<file path="config.mk">
export PLATFORM = sky130hd
export DESIGN_NAME = uart
export DESIGN_NICKNAME = d
export VERILOG_FILES = /design/src/rtl/uart.sv
export SDC_FILE = /design/constraint.sdc
export NUM_CORES = 1
export LEC_CHECK = 0
export CAP_MARGIN = 40
export CELL_PAD_IN_SITES_DETAIL_PLACEMENT = 1
export CELL_PAD_IN_SITES_GLOBAL_PLACEMENT = 1
export CORE_MARGIN = 2
export CORE_UTILIZATION = 44
export CTS_BUF_LIST = sky130_fd_sc_hd__clkbuf_4 sky130_fd_sc_hd__clkbuf_8
export DETAILED_ROUTE_END_ITERATION = 6
export GPL_ROUTABILITY_DRIVEN = 0
export PLACE_DENSITY_LB_ADDON = 0.05
export SYNTH_ARGS = -nofsm -noshare
export SYNTH_HDL_FRONTEND = slang
export SYNTH_SLANG_ARGS = --single-unit
</file>
<file path="constraint.sdc">
create_clock -name clock -period 2.3 [get_ports clock]
set_input_delay 0.345 -clock clock [delete_from_list [all_inputs] [get_ports clock]]
set_output_delay 0.345 -clock clock [all_outputs]
set_load 0.01 [all_outputs]
</file>
<file path="src/rtl/uart.sv">
// 8N1 UART with an independent transmitter and receiver on a single clock.
// CLKS_PER_BIT sets the bit period; the receiver samples each bit at its midpoint.
module uart #(
  parameter int CLKS_PER_BIT = 434
) (
  input  logic       clock,
  input  logic       reset,
  input  logic       rxd,
  output logic       txd,
  input  logic       txce,
  input  logic [7:0] tx,
  output logic       rxce,
  output logic [7:0] rx,
  output logic       bsy,
  output logic       transmit,
  output logic       frmero
);

  localparam int CW = 16;
  localparam logic [CW-1:0] BIT_LAST  = CW'(CLKS_PER_BIT - 1);
  localparam logic [CW-1:0] HALF_LAST = CW'(CLKS_PER_BIT / 2 - 1);
  localparam logic [CW-1:0] CNT_ONE   = CW'(1);

  typedef enum logic [1:0] {IDLE, START, DATA, STOP} state_t;

  // ---------------------------------------------------------------------------
  // Transmitter
  // ---------------------------------------------------------------------------
  state_t          tx_state, tx_state_n;
  logic [CW-1:0]   tx_cnt, tx_cnt_n;
  logic [2:0]      tx_bit, tx_bit_n;
  logic [7:0]      tx_shift, tx_shift_n;
  logic            txce_q;
  logic            txd_n, bsy_n, transmit_n;
  logic            txce_rise;

  assign txce_rise = txce & ~txce_q;

  // NOTE: sequential state is updated with non-blocking assignments so every
  // flop samples the values from before the clock edge.
  always_ff @(posedge clock or negedge reset) begin
    if (!reset) begin
      tx_state <= IDLE;
      tx_cnt   <= '0;
      tx_bit   <= '0;
      tx_shift <= '0;
      txce_q   <= 1'b0;
      txd      <= 1'b1;
      bsy      <= 1'b0;
      transmit <= 1'b0;
    end else begin
      tx_state <= tx_state_n;
      tx_cnt   <= tx_cnt_n;
      tx_bit   <= tx_bit_n;
      tx_shift <= tx_shift_n;
      txce_q   <= txce;
      txd      <= txd_n;
      bsy      <= bsy_n;
      transmit <= transmit_n;
    end
  end

  // NOTE: every signal driven here gets a default first, so no path through
  // the case statement can leave one unassigned and infer a latch.
  always_comb begin
    tx_state_n = tx_state;
    tx_cnt_n   = tx_cnt;
    tx_bit_n   = tx_bit;
    tx_shift_n = tx_shift;
    txd_n      = txd;
    bsy_n      = bsy;
    transmit_n = 1'b0;

    unique case (tx_state)
      IDLE: begin
        txd_n = 1'b1;
        bsy_n = 1'b0;
        if (txce_rise) begin
          tx_state_n = START;
          tx_shift_n = tx;
          tx_cnt_n   = '0;
          txd_n      = 1'b0;
          bsy_n      = 1'b1;
        end
      end

      START: begin
        if (tx_cnt == BIT_LAST) begin
          tx_state_n = DATA;
          tx_cnt_n   = '0;
          tx_bit_n   = '0;
          txd_n      = tx_shift[0];
        end else begin
          tx_cnt_n = tx_cnt + CNT_ONE;
        end
      end

      DATA: begin
        if (tx_cnt == BIT_LAST) begin
          tx_cnt_n = '0;
          if (tx_bit == 3'd7) begin
            tx_state_n = STOP;
            txd_n      = 1'b1;
          end else begin
            // Shift right so the next bit to send always sits in position 0.
            tx_bit_n   = tx_bit + 3'd1;
            tx_shift_n = {1'b0, tx_shift[7:1]};
            txd_n      = tx_shift[1];
          end
        end else begin
          tx_cnt_n = tx_cnt + CNT_ONE;
        end
      end

      STOP: begin
        if (tx_cnt == BIT_LAST) begin
          tx_state_n = IDLE;
          tx_cnt_n   = '0;
          bsy_n      = 1'b0;
          transmit_n = 1'b1;
        end else begin
          tx_cnt_n = tx_cnt + CNT_ONE;
        end
      end

      default: tx_state_n = IDLE;
    endcase
  end

  // ---------------------------------------------------------------------------
  // Receiver
  // ---------------------------------------------------------------------------
  logic            rx_meta, rx_sync, rx_prev;
  state_t          rx_state, rx_state_n;
  logic [CW-1:0]   rx_cnt, rx_cnt_n;
  logic [2:0]      rx_bit, rx_bit_n;
  logic [7:0]      rx_shift, rx_shift_n;
  logic [7:0]      rx_n;
  logic            rxce_n, frmero_n;
  logic            start_edge;

  // Line flops reset to the idle level so reset release never looks like a start.
  always_ff @(posedge clock or negedge reset) begin
    if (!reset) begin
      rx_meta <= 1'b1;
      rx_sync <= 1'b1;
      rx_prev <= 1'b1;
    end else begin
      rx_meta <= rxd;
      rx_sync <= rx_meta;
      rx_prev <= rx_sync;
    end
  end

  // A falling edge is needed, so a line stuck low after a framing error
  // cannot start a new frame until it has returned high.
  assign start_edge = rx_prev & ~rx_sync;

  always_ff @(posedge clock or negedge reset) begin
    if (!reset) begin
      rx_state <= IDLE;
      rx_cnt   <= '0;
      rx_bit   <= '0;
      rx_shift <= '0;
      rx       <= '0;
      rxce     <= 1'b0;
      frmero   <= 1'b0;
    end else begin
      rx_state <= rx_state_n;
      rx_cnt   <= rx_cnt_n;
      rx_bit   <= rx_bit_n;
      rx_shift <= rx_shift_n;
      rx       <= rx_n;
      rxce     <= rxce_n;
      frmero   <= frmero_n;
    end
  end

  always_comb begin
    rx_state_n = rx_state;
    rx_cnt_n   = rx_cnt;
    rx_bit_n   = rx_bit;
    rx_shift_n = rx_shift;
    rx_n       = rx;
    rxce_n     = 1'b0;
    frmero_n   = frmero;

    unique case (rx_state)
      IDLE: begin
        if (start_edge) begin
          rx_state_n = START;
          rx_cnt_n   = '0;
          frmero_n   = 1'b0;
        end
      end

      START: begin
        if (rx_cnt == HALF_LAST) begin
          rx_cnt_n = '0;
          if (rx_sync) begin
            rx_state_n = IDLE;
          end else begin
            rx_state_n = DATA;
            rx_bit_n   = '0;
          end
        end else begin
          rx_cnt_n = rx_cnt + CNT_ONE;
        end
      end

      DATA: begin
        if (rx_cnt == BIT_LAST) begin
          rx_cnt_n   = '0;
          rx_shift_n = {rx_sync, rx_shift[7:1]};
          if (rx_bit == 3'd7) begin
            rx_state_n = STOP;
          end else begin
            rx_bit_n = rx_bit + 3'd1;
          end
        end else begin
          rx_cnt_n = rx_cnt + CNT_ONE;
        end
      end

      STOP: begin
        // Decide at the stop-bit midpoint and go straight back to IDLE so a
        // back-to-back start bit is not missed.
        if (rx_cnt == BIT_LAST) begin
          rx_state_n = IDLE;
          rx_cnt_n   = '0;
          if (rx_sync) begin
            rx_n   = rx_shift;
            rxce_n = 1'b1;
          end else begin
            frmero_n = 1'b1;
          end
        end else begin
          rx_cnt_n = rx_cnt + CNT_ONE;
        end
      end

      default: rx_state_n = IDLE;
    endcase
  end

endmodule

</file>
---- Yosys cells after proc, flatten, opt, wreduce, memory -nomap -nowiden ----
Index checks and enable logic that the tools add are counted.
storage, ports and cells
  flip-flop bits (word level) ............. 75
  input port bits ......................... 12
  output and inout bits ................... 13
  logic and storage cells ................. 121
operators by class
  add/sub/neg operators ................... 4
  equal/unequal tests ..................... 25
  mux-type cells .......................... 50
  bitwise logic cells ..................... 4
  reduce and logical (&&, ||, !) cells .... 20
operator list
  operator                                                           number
  16-bit two-way mux                                                 5
  16-bit case mux with 3 select lines                                1
  16-bit by 1-bit adder with 16-bit output (second input constant)   2
  16-bit by 9-bit == test with 1-bit output (second input constant)  2
  16-bit case mux with 2 select lines                                1
  2-bit inequality test (second input constant)                      14
  8-bit two-way mux                                                  3
  2-bit two-way mux                                                  11
  3-bit two-way mux                                                  7
  16-bit by 8-bit == test with 1-bit output (second input constant)  1
  2-bit case mux with 4 select lines                                 2
  8-bit case mux with 2 select lines                                 1
  5-bit AND reduction                                                3
  1-bit two-way mux                                                  14
  3-bit case mux with 2 select lines                                 2
  4-bit AND reduction                                                3
  2-bit nonzero test                                                 5
  2-bit == test (second input constant)                              4
  3-bit by 1-bit adder with 3-bit output (second input constant)     2
  3-bit == test (second input constant)                              2
  3-bit AND reduction                                                2
  2-bit by 1-bit == test with 1-bit output (second input constant)   2
  2-bit logical NOT                                                  2
  1-bit case mux with 2 select lines                                 2
  other kinds (7)                                                    10

---- Logic depth before layout (Yosys ltp) ----
  word-level depth ........................ 4
  depth in mapped cells ................... 9
  depth with buffers taken out ............ 7

---- Worst setup path after synthesis ----
No wires, ideal clock.
  path kind ............................... reg2reg
  start point ............................. register tx_cnt[10]
  end point ............................... register tx_state[1]
  library setup time ...................... 128 ps
  data arrival time ....................... 2,044 ps
  data required time ...................... 2,172 ps
  setup slack ............................. 128 ps
  stages on the path, launching flop included .. 7
  path buffers ............................ 1
  period minus slack after synthesis ...... 2,172 ps
  path through ............................ dfrtp_1 > or4_4 > nor4_4 > buf_6 > nand2_1 > a21oi_2 > mux2_1
between the ends
  longest elaborated chain between the ends .. 3
  elaborated cells between the ends (all ways) .. 5
  classes of those cells .................. 4 x eq/ne; 1 x reduce/logical
RTL lines
  item                                           line         text
  start, declared                                30           logic [CW-1:0] tx_cnt, tx_cnt_n;
  start signal, assigned                         53           tx_cnt <= tx_cnt_n;
  16-bit by 9-bit == test with 1-bit output (*)  88, 99, 116
  2-bit inequality test (no source line)         -
  5-bit AND reduction (no source line) (*)       -
  end signal, assigned                           52           tx_state <= tx_state_n;
  end, declared                                  29           state_t tx_state, tx_state_n;
Mark *: on every way between the ends. The rest lies on a longest branch, timed or not.
A chain may end at the register's enable or synchronous reset.

---- Final worst setup path ----
  start point ............................. register tx_cnt[1]
  end point ............................... register tx_shift[1]
between the ends
  longest elaborated chain between the ends .. 3
RTL lines
  item                                       line  text
  16-bit by 9-bit == test with 1-bit output  99    if (tx_cnt == BIT_LAST) begin
  2-bit inequality test (no source line)     -
  4-bit AND reduction (no source line)       -
  end signal, assigned                       55    tx_shift <= tx_shift_n;
  end, declared                              32    logic [7:0] tx_shift, tx_shift_n;
No other way between the ends.

==> summary.md <==
| Metric | Value |
|---|---|
| Antenna diodes | `0` |
| Area of the multi-input gates | `1829 um2` |
| Design area | `4621 um2` |
| Post-synthesis cell type count | `between 50 and 60` |
| Worst slew pin tran | `~0.54 ns` |
| Crit start category | `flop` |
| R2R Path Start | `tx_cnt[1]` |
| Initial drt markers | `50` |
| Clock root buffer | `clkbuf_8` |
| # rows | `34` |
| Fin Setup TNS | `0 ns` |
| Slew margin rel. | `between 60 and 70%` |
| Fraction of registers with async set/reset | `100.0%` |
| PortBufs | `24` |
| Dominant cell type by area after synthesis | `dfrtp_1` |
| Critical Path AT | `roughly 2.5 ns` |
| Total Wirelength | `9.137 mm` |
| Maximum number of pins on one net before global-route repair | `40` |
| Number of global-route vias before repair | `roughly 3300` |
| Clock Path Buffers | `2` |
| Critical Path Sink Type | `flop` |
| Vias/cell | `roughly 5.6` |
| Syn Nets | `slightly above 400` |
| Pleak | `between 0.002 and 0.0025 uW` |
| Total CTS buffers | `9` |
| Vias | `a little over 3000` |
| Clock latency on the worst-skew pair | `roughly 0.36 ns` |
| Setup violators final | `0` |
| DIE WIDTH | `97.56 um` |
| Synth top area share | `46.13%` |
| RSZ-0062 raised after global routing | `true` |
| Peak Freq | `between 0.4 and 0.5 GHz` |
| Reg area | `approximately 1900 um2` |
| Detail Route Antenna Nets | `0` |
| Die ar. | `9517 um2` |
| Final hold vios | `0` |
| Core area | `approximately 8600 um2` |
| FF-to-FF path depth | `8` |
| GRT overflow | `0` |
| HP Start | `rx_meta` |
| FILL cells | `between 900 and 1000` |
| VDD IR max | `roughly 0.46 mV` |
| Dpl cell area | `4353 um2` |
| First-pass GRT wire length | `roughly 16 mm` |
| Final Max Tran Viols | `0` |
| Crit-path max FO | `8` |
| Hold Worst Slack | `approximately 0.38 ns` |
| Final Cycle Share | `roughly 95%` |
| Synth Cell Area | `3851 um2` |
| Max-Cap Viols | `0` |
| Non-Filler Instances | `approximately 540` |
| H-tree Lvls | `3` |
| Hold depth | `0` |
| Area Overhead vs Synth | `19.98%` |
| Initial antenna violation count | `0` |
| Tot GR Track Use | `20.42%` |
| Clock slew at reported path FFs | `~0.090 ns` |
| Starting Density | `approximately 45%` |
| Synth Register Bits | `75` |
| CTS tree | `built` |
| Num ports | `25` |
| CP required | `around 2.6 ns` |
| Share of cells above drive strength 1 | `around a fifth` |
| DRT Pass-1 Iters | `4` |
| Post-synth top cells | `71 x dfrtp_1, 33 x nand2_1, 26 x nor2_1, 23 x inv_1, 23 x o21ai_0` |
| Setup slack, reg-to-reg | `0.11 ns` |
| EDFF count, synth | `0` |
| WHS Endpoint | `rx_sync` |
| Drt wl/cell | `16.86 um` |
| Post-synthesis sequential area ratio | `just under 50%` |
| Synth area leaders | `dfrtp_1 46%, ha_1 4.9%, mux2_2 4.7%, nand2_1 3.2%, o21ai_0 3.0%` |
| Final HPWL DP | `about 6.5 mm` |
| Avg Inst Size Synth | `~10 um2` |
| Min cycle time layout | `~2.2 ns` |
| Outcome | `finished clean` |
| Final nets | `456` |
| Cells after DPL | `523` |
| WS Path Type | `flop to flop` |
| HP Class | `flop to flop` |
| Die height | `around 100 um` |
| Setup Skew | `between 0.009 and 0.01 ns` |
| Syn Inst Count | `380` |
| FF-to-FF End | `tx_shift[1]` |
| Warnings from Yosys | `0` |
| Power Dens Cells | `around 900 nW/um2` |
| CTS Sinks | `75` |
| Ys flop type | `dfrtp_1` |
| DRC viols | `0` |
| Most frequent cell after synthesis | `dfrtp_1` |
==> layout by cell type, fill, tap and decap left out, drive strengths merged, types with 4 or more instances in the layout <==
master	synthesis	layout
clkdlybuf4s50	0	23
xnor2	4	4
nor4	7	7
o21ai	23	23
a41oi	6	6
o22ai	9	9
a21oi	23	23
xor2	6	6
nand2	33	33
dfrtp	71	71
clkbuf	5	9
buf	8	27
nor3	8	8
nor2b	4	4
nand3	21	21
nand4	7	7
dfstp	4	4
ha	15	15
a31oi	11	11
a22o	5	5
nor2	28	28
mux2	17	17
and3	6	6
nand2b	8	8
a211oi	4	4
inv	23	27
==> kinds of logic (layout without fill, tap and decap cells) <==
| logic type | after synthesis | in the layout | share of synthesized area [%] |
|---|---|---|---|
| and+or+nand+nor | 139 | 139 | 20.08 |
| AOI/OAI and AO/OA | 86 | 86 | 14.36 |
| DFF | 75 | 75 | 48.86 |
| buffers and inverters | 36 | 90 | 4.061 |
| muxes | 19 | 19 | 5.491 |
| adders and majority gates | 15 | 15 | 4.873 |
| xor gates and xnor gates | 10 | 10 | 2.274 |
==> flip-flops by register name (all words and copies together) (netlist names), named ones only <==
register / cells
rx_shift: 8
rx_state: 1
tx_state: 2
bsy: 1
rx_bit: 3
txce_q: 1
tx_shift: 8
rxce: 1
rx_meta: 1
tx_bit: 3
rx_prev: 1
rx_cnt: 16
txd: 1
transmit: 1
rx_sync: 1
tx_cnt: 16
rx: 8
frmero: 1
==> repair_timing <==
action,CTS,global route
endpoints found under the setup margin,0,17
gates resized for setup,0,5
hold buffers,1,0
buffers inserted,0,2
hold endpoints to repair,34,0
==> critical path, cell delays in order (launching register included) <==
cell and delay (ns):
dfrtp_1 0.39, inv_1 0.06, ha_2 0.15, or3b_4 0.38
nor4_4 0.39, buf_4 0.21, nand4b_4 0.16, and2_4 0.25
a21oi_2 0.12
==> final cells by class <==
type                       count  share of cell area [%]
clock buffer                   9                   2.681
clock inverter                 7                   2.329
inverter                      23                   1.868
multi-input combinational    269                   39.59
sequential                    75                   40.75
tap                          108                   2.924
timing repair buffer          51                   9.856
==> routing by layer <==
metal  track usage (%)  up-vias  part of all wire [%]  routed length [um]
met5                 0        -                     0                   0
met4             5.876        0                   1.6                 150
met3             3.525       13                   1.5                 141
met2             34.59       26                    50                4554
met1             26.98     1536                    47                4290
li1                  -     1470                     -                   -
==> stage by stage <==
stage | utilization, % | worst slack (ns) | power, uW
floorplan | - | 0.1280 | 2543
global placement | 50.66 | 0.1504 | 2896
detailed placement | 50.66 | 0.08448 | 2949
CTS | 53.47 | 0.06895 | 4165
global route | 53.77 | -0.02536 | 4451
finish | 53.77 | 0.1144 | 4169
==> worst max-delay path by stage <==
stage,cells after the start,end,start
global placement,4,rx[4],rx_cnt[9]
floorplan,6,tx_state[1],tx_cnt[10]
CTS,6,tx_cnt[14],tx_cnt[10]
detailed placement,6,tx_cnt[7],tx_cnt[10]
finish,8,tx_shift[1],tx_cnt[1]
global route,8,tx_shift[4],tx_cnt[1]
==> power breakdown <==
| part | internal [uW] | total, uW | leakage (uW) | switching, uW |
|---|---|---|---|---|
| logic | 528 | 1190 | 0.00102 | 666 |
| clock network | 634 | 1200 | 0.000114 | 564 |
| registers | 1540 | 1780 | 0.000977 | 242 |
Power figures use the tool's default switching activity.
